$ cat config.mk
export PLATFORM = sky130hd
export DESIGN_NAME = c7bcsr_timer_ctrl
export DESIGN_NICKNAME = d
export VERILOG_FILES = /design/src/rtl/c7bcsr_timer_ctrl.sv
export SDC_FILE = /design/constraint.sdc
export NUM_CORES = 1
export LEC_CHECK = 0
export ABC_CLOCK_PERIOD_IN_PS = 1100
export CAP_MARGIN = 5
export CORE_MARGIN = 2
export CORE_UTILIZATION = 27
export DETAILED_ROUTE_END_ITERATION = 16
export PLACE_DENSITY = 0.71
export RECOVER_POWER = 50
export SYNTH_ARGS = -nofsm -noshare
export SYNTH_HDL_FRONTEND = slang
export SYNTH_SLANG_ARGS = --single-unit
$ cat constraint.sdc
create_clock -name clk -period 1.1 [get_ports clk]
set_input_delay 0.22 -clock clk [delete_from_list [all_inputs] [get_ports clk]]
set_output_delay 0.22 -clock clk [all_outputs]
set_load 0.005 [all_outputs]
$ cat src/rtl/c7bcsr_timer_ctrl.sv
// Timer control/status block: TCFG register, timer sequencing FSM, pending latch.
// Optional expiry counter enabled by defining C7BCSR_TIMER_EXPCNT_EN.
module c7bcsr_timer_ctrl #(
  parameter int TW = 30
) (
  input  logic          clk,
  input  logic          resetn,
  input  logic          tcfg_we,
  input  logic [TW+1:0] tcfg_wdata,
  input  logic          ticlr_we,
  input  logic          ticlr_wdata,
  output logic [TW+1:0] tcfg_q,
  output logic [TW-1:0] tval_q,
  output logic          ti_pending,
  output logic [7:0]    expcnt,
  output logic          tmr_init,
  output logic          tmr_en,
  output logic          tmr_periodic,
  output logic [TW-1:0] tmr_initval,
  input  logic [TW+1:0] tmr_timeval,
  input  logic          tmr_intr
);

  typedef enum logic [1:0] {
    S_OFF  = 2'd0,
    S_ARM  = 2'd1,
    S_RUN  = 2'd2,
    S_DONE = 2'd3
  } state_t;

  state_t state, state_nxt;
  logic   run_expire;
  logic   unused_timeval_lsbs;

  // The two low count bits are a sub-tick prescale and are not software visible.
  assign unused_timeval_lsbs = ^tmr_timeval[1:0];
  assign tval_q              = tmr_timeval[TW+1:2];
  assign tmr_periodic        = tcfg_q[1];
  assign tmr_initval         = tcfg_q[TW+1:2];
  assign run_expire          = (state == S_RUN) && tmr_intr;

  always_ff @(posedge clk or negedge resetn) begin
    if (!resetn) begin
      state <= S_OFF;
    end else begin
      state <= state_nxt;
    end
  end

  always_comb begin
    state_nxt = state;
    tmr_en    = 1'b0;
    tmr_init  = 1'b0;
    case (state)
      S_OFF:  state_nxt = S_OFF;
      S_ARM: begin
        tmr_en    = 1'b1;
        tmr_init  = 1'b1;
        state_nxt = S_RUN;
      end
      S_RUN: begin
        tmr_en = 1'b1;
        if (tmr_intr && !tcfg_q[1]) begin
          state_nxt = S_DONE;
        end
      end
      S_DONE: state_nxt = S_DONE;
      default: state_nxt = S_OFF;
    endcase
    // A configuration write overrides whatever the sequencer was doing.
    if (tcfg_we) begin
      state_nxt = tcfg_wdata[0] ? S_ARM : S_OFF;
    end
  end

  always_ff @(posedge clk or negedge resetn) begin
    if (!resetn) begin
      tcfg_q <= '0;
    end else if (tcfg_we) begin
      tcfg_q <= tcfg_wdata;
    end
  end

  // An expiry in the same cycle as a software clear keeps the interrupt.
  always_ff @(posedge clk or negedge resetn) begin
    if (!resetn) begin
      ti_pending <= 1'b0;
    end else if (run_expire) begin
      ti_pending <= 1'b1;
    end else if (ticlr_we && ticlr_wdata) begin
      ti_pending <= 1'b0;
    end
  end

`ifdef C7BCSR_TIMER_EXPCNT_EN
  logic [7:0] expcnt_q;

  always_ff @(posedge clk or negedge resetn) begin
    if (!resetn) begin
      expcnt_q <= 8'd0;
    end else if (tcfg_we) begin
      expcnt_q <= 8'd0;
    end else if (run_expire && (expcnt_q != 8'hff)) begin
      expcnt_q <= expcnt_q + 8'd1;
    end
  end

  assign expcnt = expcnt_q;
`else
  assign expcnt = 8'd0;
`endif

endmodule
* Word level (Yosys, flattened, before mapping)
Cells that the tools add are included.
Word-level totals: register bits 35, bits of input ports 70, output and inout port bits 104, logic and storage cells 22
Operators by class: eq/ne operators 4, mux-type cells 8, reduce and logical (&&, ||, !) cells 7
Operators by type and width (number):
- $pmux 2 s4 | 1
- $mux 1 | 5
- $eq 2x2->1 const B | 2
- $mux 2 | 2
- $logic_and 1x1->1 | 3
- $ne 3x2->1 const B | 1
- $eq 2x1->1 const B | 1
- $logic_not 2->1 | 1
- $reduce_bool 2->1 | 1
- $reduce_or 2->1 | 1
- $logic_not 1->1 | 1

* Logic depth before layout (Yosys ltp)
depth after elaboration 5, depth in mapped cells 5

* Worst setup path after synthesis
No wires, ideal clock.
kind flip-flop to flip-flop, start point register state[0], end point register state[0], data arrival time 1.090 ns, slack -0.115 ns, cell stages (with the launch flop) 6, path buffers 0, period minus slack after synthesis 1.215 ns, cell sequence dfrtp_1 inv_1 ha_1 nor2_1 o31ai_1 mux2_4
Between the ends: cells in the longest elaborated chain, start to end 3, elaborated cells between the ends (all ways) 7, those cells by class 4 x eq/ne; 2 x mux; 1 x reduce/logical
RTL lines:
- start, declared | line 31 | state_t state, state_nxt;
- start signal, assigned | line 46 | state <= state_nxt;
- $eq 2x2->1, or another cell as far along | line 54 | case (state)
- $pmux 2 s4 | line 54
- $mux 2 | line 71 | if (tcfg_we) begin
Parallel ways exist; a longest one is shown, timed or not. A chain may end at the register's enable or synchronous reset.

* Worst setup path in the final report
start point register state[0], end point output tmr_en
Between the ends: cells in the longest elaborated chain, start to end 3, elaborated cells between the ends (all ways) 4, those cells by class 2 x eq/ne; 1 x mux; 1 x reduce/logical
RTL lines:
- $eq 2x2->1 or $eq 2x1->1 (tied branches) | line 54
- $reduce_or 2->1 (no line) (*)
- $mux 1 (*) | line 54
- end, declared | line 17 | output logic tmr_en,
Mark *: on every way between the ends. The rest lies on a longest branch, timed or not.

==> flow_summary.toml <==
[cells_and_area]
fin_util = 0.414
n_antenna_cell = 0
nNetsFinal = 322
synthToLayoutAreaGrowth_pct = 47.0
drive_gt1_frac = 0.622
finalNonFillerCells = 348
n_fill_cell = 730

[placement]
dp_cells = 307
hpwl_mm = 3.24
io_buffers = 103
routabilityCongestion = 0.701

[power]
leakage_nw = 1.49
peakVddDrop_v = 0.000486
power.density_nw_per_um2 = 1220
combPwrFrac = 0.344
internal-power_w = 0.00272
power_switching_w = 0.000969
finalPower_w = 0.00369
switching_share = 0.262
sequentialPowerShare = 0.412
p_clk_frac = 0.243

[yosys]
synth_seq_cells = 35
synth.most_common_cell = "buf_4"
synth.distinct_cells = 18
synthTopCellsByCount = "buf_4 (69), dfrtp_1 (35), mux2_4 (29)"
ys_seq_area_frac = 0.427
synth_top_cell_by_area = "dfrtp_1"
syn_avg_cell_area_sq_um = 13.0
syn_area_sq_um = 2050
netlist.area_leader.share = 0.427
synthArstFlopShare = 1.00
syn_inst = 158
synth_ff_type = "dfrtp_1"
synthTopCellsByArea = "dfrtp_1 (43%), buf_4 (25%), mux2_4 (21%)"
synth-edff-count = 0
ys_warn_count = 0

[detailed_routing]
drtAntennaViolNets = 0
remaining_drc_errors = 0
avgRoutedWirePerCell_microns = 13.3
viasPerCell = 3.95
dr.pass1.iters = 3
wl_mm = 4.63
vias = 1374
drt_first_iter_violations = 10

[global_routing]
grt_max_degree = 21
grt_usage = 0.114
grt_pass1_vias = 1522
grt_pass1_wl_mm = 7.58
antenna_found_initial = 0
use_met3 = 0.0423
met2_usage = 0.188
met1_usage = 0.134
grt-ovfl-total = 0
grt-busiest-layer = "met2"

[setup_path]
crit_required_ns = 0.88
crit_type = "flop to primary output"
arrival_ns = 1.15
crit_path_end_kind = "primary output"
start_kind = "flop"
path_max_fanout = 2

[clock_tree]
htreeDepth = 2
cts_buffers = 5
cts.path.max_buffers = 2
clock_latency_ns = 0.28
cts_root_buffer = "clkbuf_8"
clk_pin_slew_worst_paths_ns = 0.07
cts.sinks = 35
cts_tree = "done"

[die]
io_pins = 174
die_h_microns = 91.2
die_area_sq_um = 8310
rows = 31
coreArea_sq_um = 7290
die_w_microns = 91.2
start_util = 0.281

[run_status]
status = "finished, violations left"
violations = "setup timing"

[sta]
hold_viol_final = 0
fin_crit_ns = 1.37
tns_ns = -1.36
fin_skew_ns = 0.000814
setup_viol = 22
rsz0062_at_grt = "yes"
drv_slew = 0
clock.fmax_mhz = 729
layout_setup_ws_ns = -0.272
finalCritPeriodShare = 1.25

[min_path]
hp-class = "input port to flop"

[job]
cap_violations = 0
final timing paths:
| path | slack [ns] | start | cells past startpoint | endpoint |
|---|---|---|---|---|
| worst min register to register | 0.49 | ti_pending$_DFFE_PN0P_ | 1 | ti_pending$_DFFE_PN0P_ |
| worst max-delay path | -0.27 | state[0]$_DFFE_PN0P_ | 4 | tmr_en |
| min in group asynchronous | 0.55 | resetn | 3 | tcfg_q[13]$_DFFE_PN0P_ |
| worst max register to register | -0.26 | state[0]$_DFFE_PN0P_ | 7 | state[0]$_DFFE_PN0P_ |
| max in group asynchronous | 0.22 | resetn | 3 | tcfg_q[1]$_DFFE_PN0P_ |
| worst min-delay path | 0.38 | tcfg_we | 3 | state[1]$_DFFE_PN0P_ |
per-layer routing:
metal | up-vias | routed length [microns]
met4 | 0 | 97
met5 | - | 0
met2 | 87 | 2240
met3 | 22 | 499
li1 | 619 | -
met1 | 646 | 1790
through the flow:
stage	area, sq um	hold WS [ns]	worst slack [ns]
after detailed placement	2790	0.211	-0.273
final	3020	0.377	-0.272
after global placement	2790	0.195	-0.258
after global routing	3020	0.386	-0.317
after CTS	3080	0.370	-0.279
after floorplan	2090	-0.0756	-0.0175
logic make-up (layout without fill, tap and decap cells):
kind of cell             after synthesis  count (layout)  synth area share
AO/OA/AOI/OAI                          5               5            0.0183
adder cells (fa/ha/maj)                4               4            0.0244
buffers and inverters                 76             160             0.282
flip-flops                            35              35             0.427
multiplexers                          32              32             0.229
other                                  1               8           0.00183
AND/OR/NAND/NOR                        5               5            0.0183
power groups by stage:
stage	combinational [W]	sequential, W	clock [W]
2_1_floorplan	0.000610	0.00156	0
3_3_place_gp	0.00112	0.00155	0
3_5_place_dp	0.00115	0.00156	0
4_1_cts	0.00133	0.00152	0.000965
5_1_grt	0.00138	0.00155	0.00101
6_report	0.00127	0.00152	0.000898
layout make-up:
| cell class | instances | area [sq um] | share of cell area |
|---|---|---|---|
| Timing Repair Buffer | 149 | 1250 | 0.416 |
| Sequential cell | 35 | 876 | 0.290 |
| Multi-Input combinational cell | 54 | 668 | 0.221 |
| Tap cell | 99 | 124 | 0.0411 |
| Clock buffer | 7 | 76.3 | 0.0253 |
| Inverter | 3 | 13.8 | 0.00456 |
| Clock inverter | 1 | 5.00 | 0.00166 |
cells in the final DEF, fill, tap and decap left out, types with 2 or more instances in the layout:
cell type        instances
buf_12                   2
buf_2                   41
buf_4                   21
buf_6                   39
clkbuf_1                 3
clkbuf_2                 8
clkbuf_8                 5
clkdlybuf4s50_1         35
conb_1                   8
dfrtp_1                 35
ha_4                     3
inv_1                    2
mux2_1                   4
mux2_2                   3
mux2_4                  25
nand2_1                  2
worst max-delay path, stage by stage, from the launching register on:
cell     delay (ns)
dfrtp_1        0.40
buf_6          0.13
inv_4          0.05
ha_4           0.18
buf_6          0.11
flip-flops by register name, summed over array words and instances (netlist names):
| signal | flops |
|---|---|
| tcfg_q | 32 |
| ti_pending | 1 |
| state | 2 |
repair_timing:
item                                    in CTS  in global routing
resized for setup                          299                 13
hold buffers                                 1                  0
hold endpoints to repair                    35                  0
buffers inserted                            35                  2
endpoints found under the setup margin      69                 31
gates cloned                                 0                  0
pin swaps                                    3                  1
No activity file was read; power rests on OpenSTA's default activity.
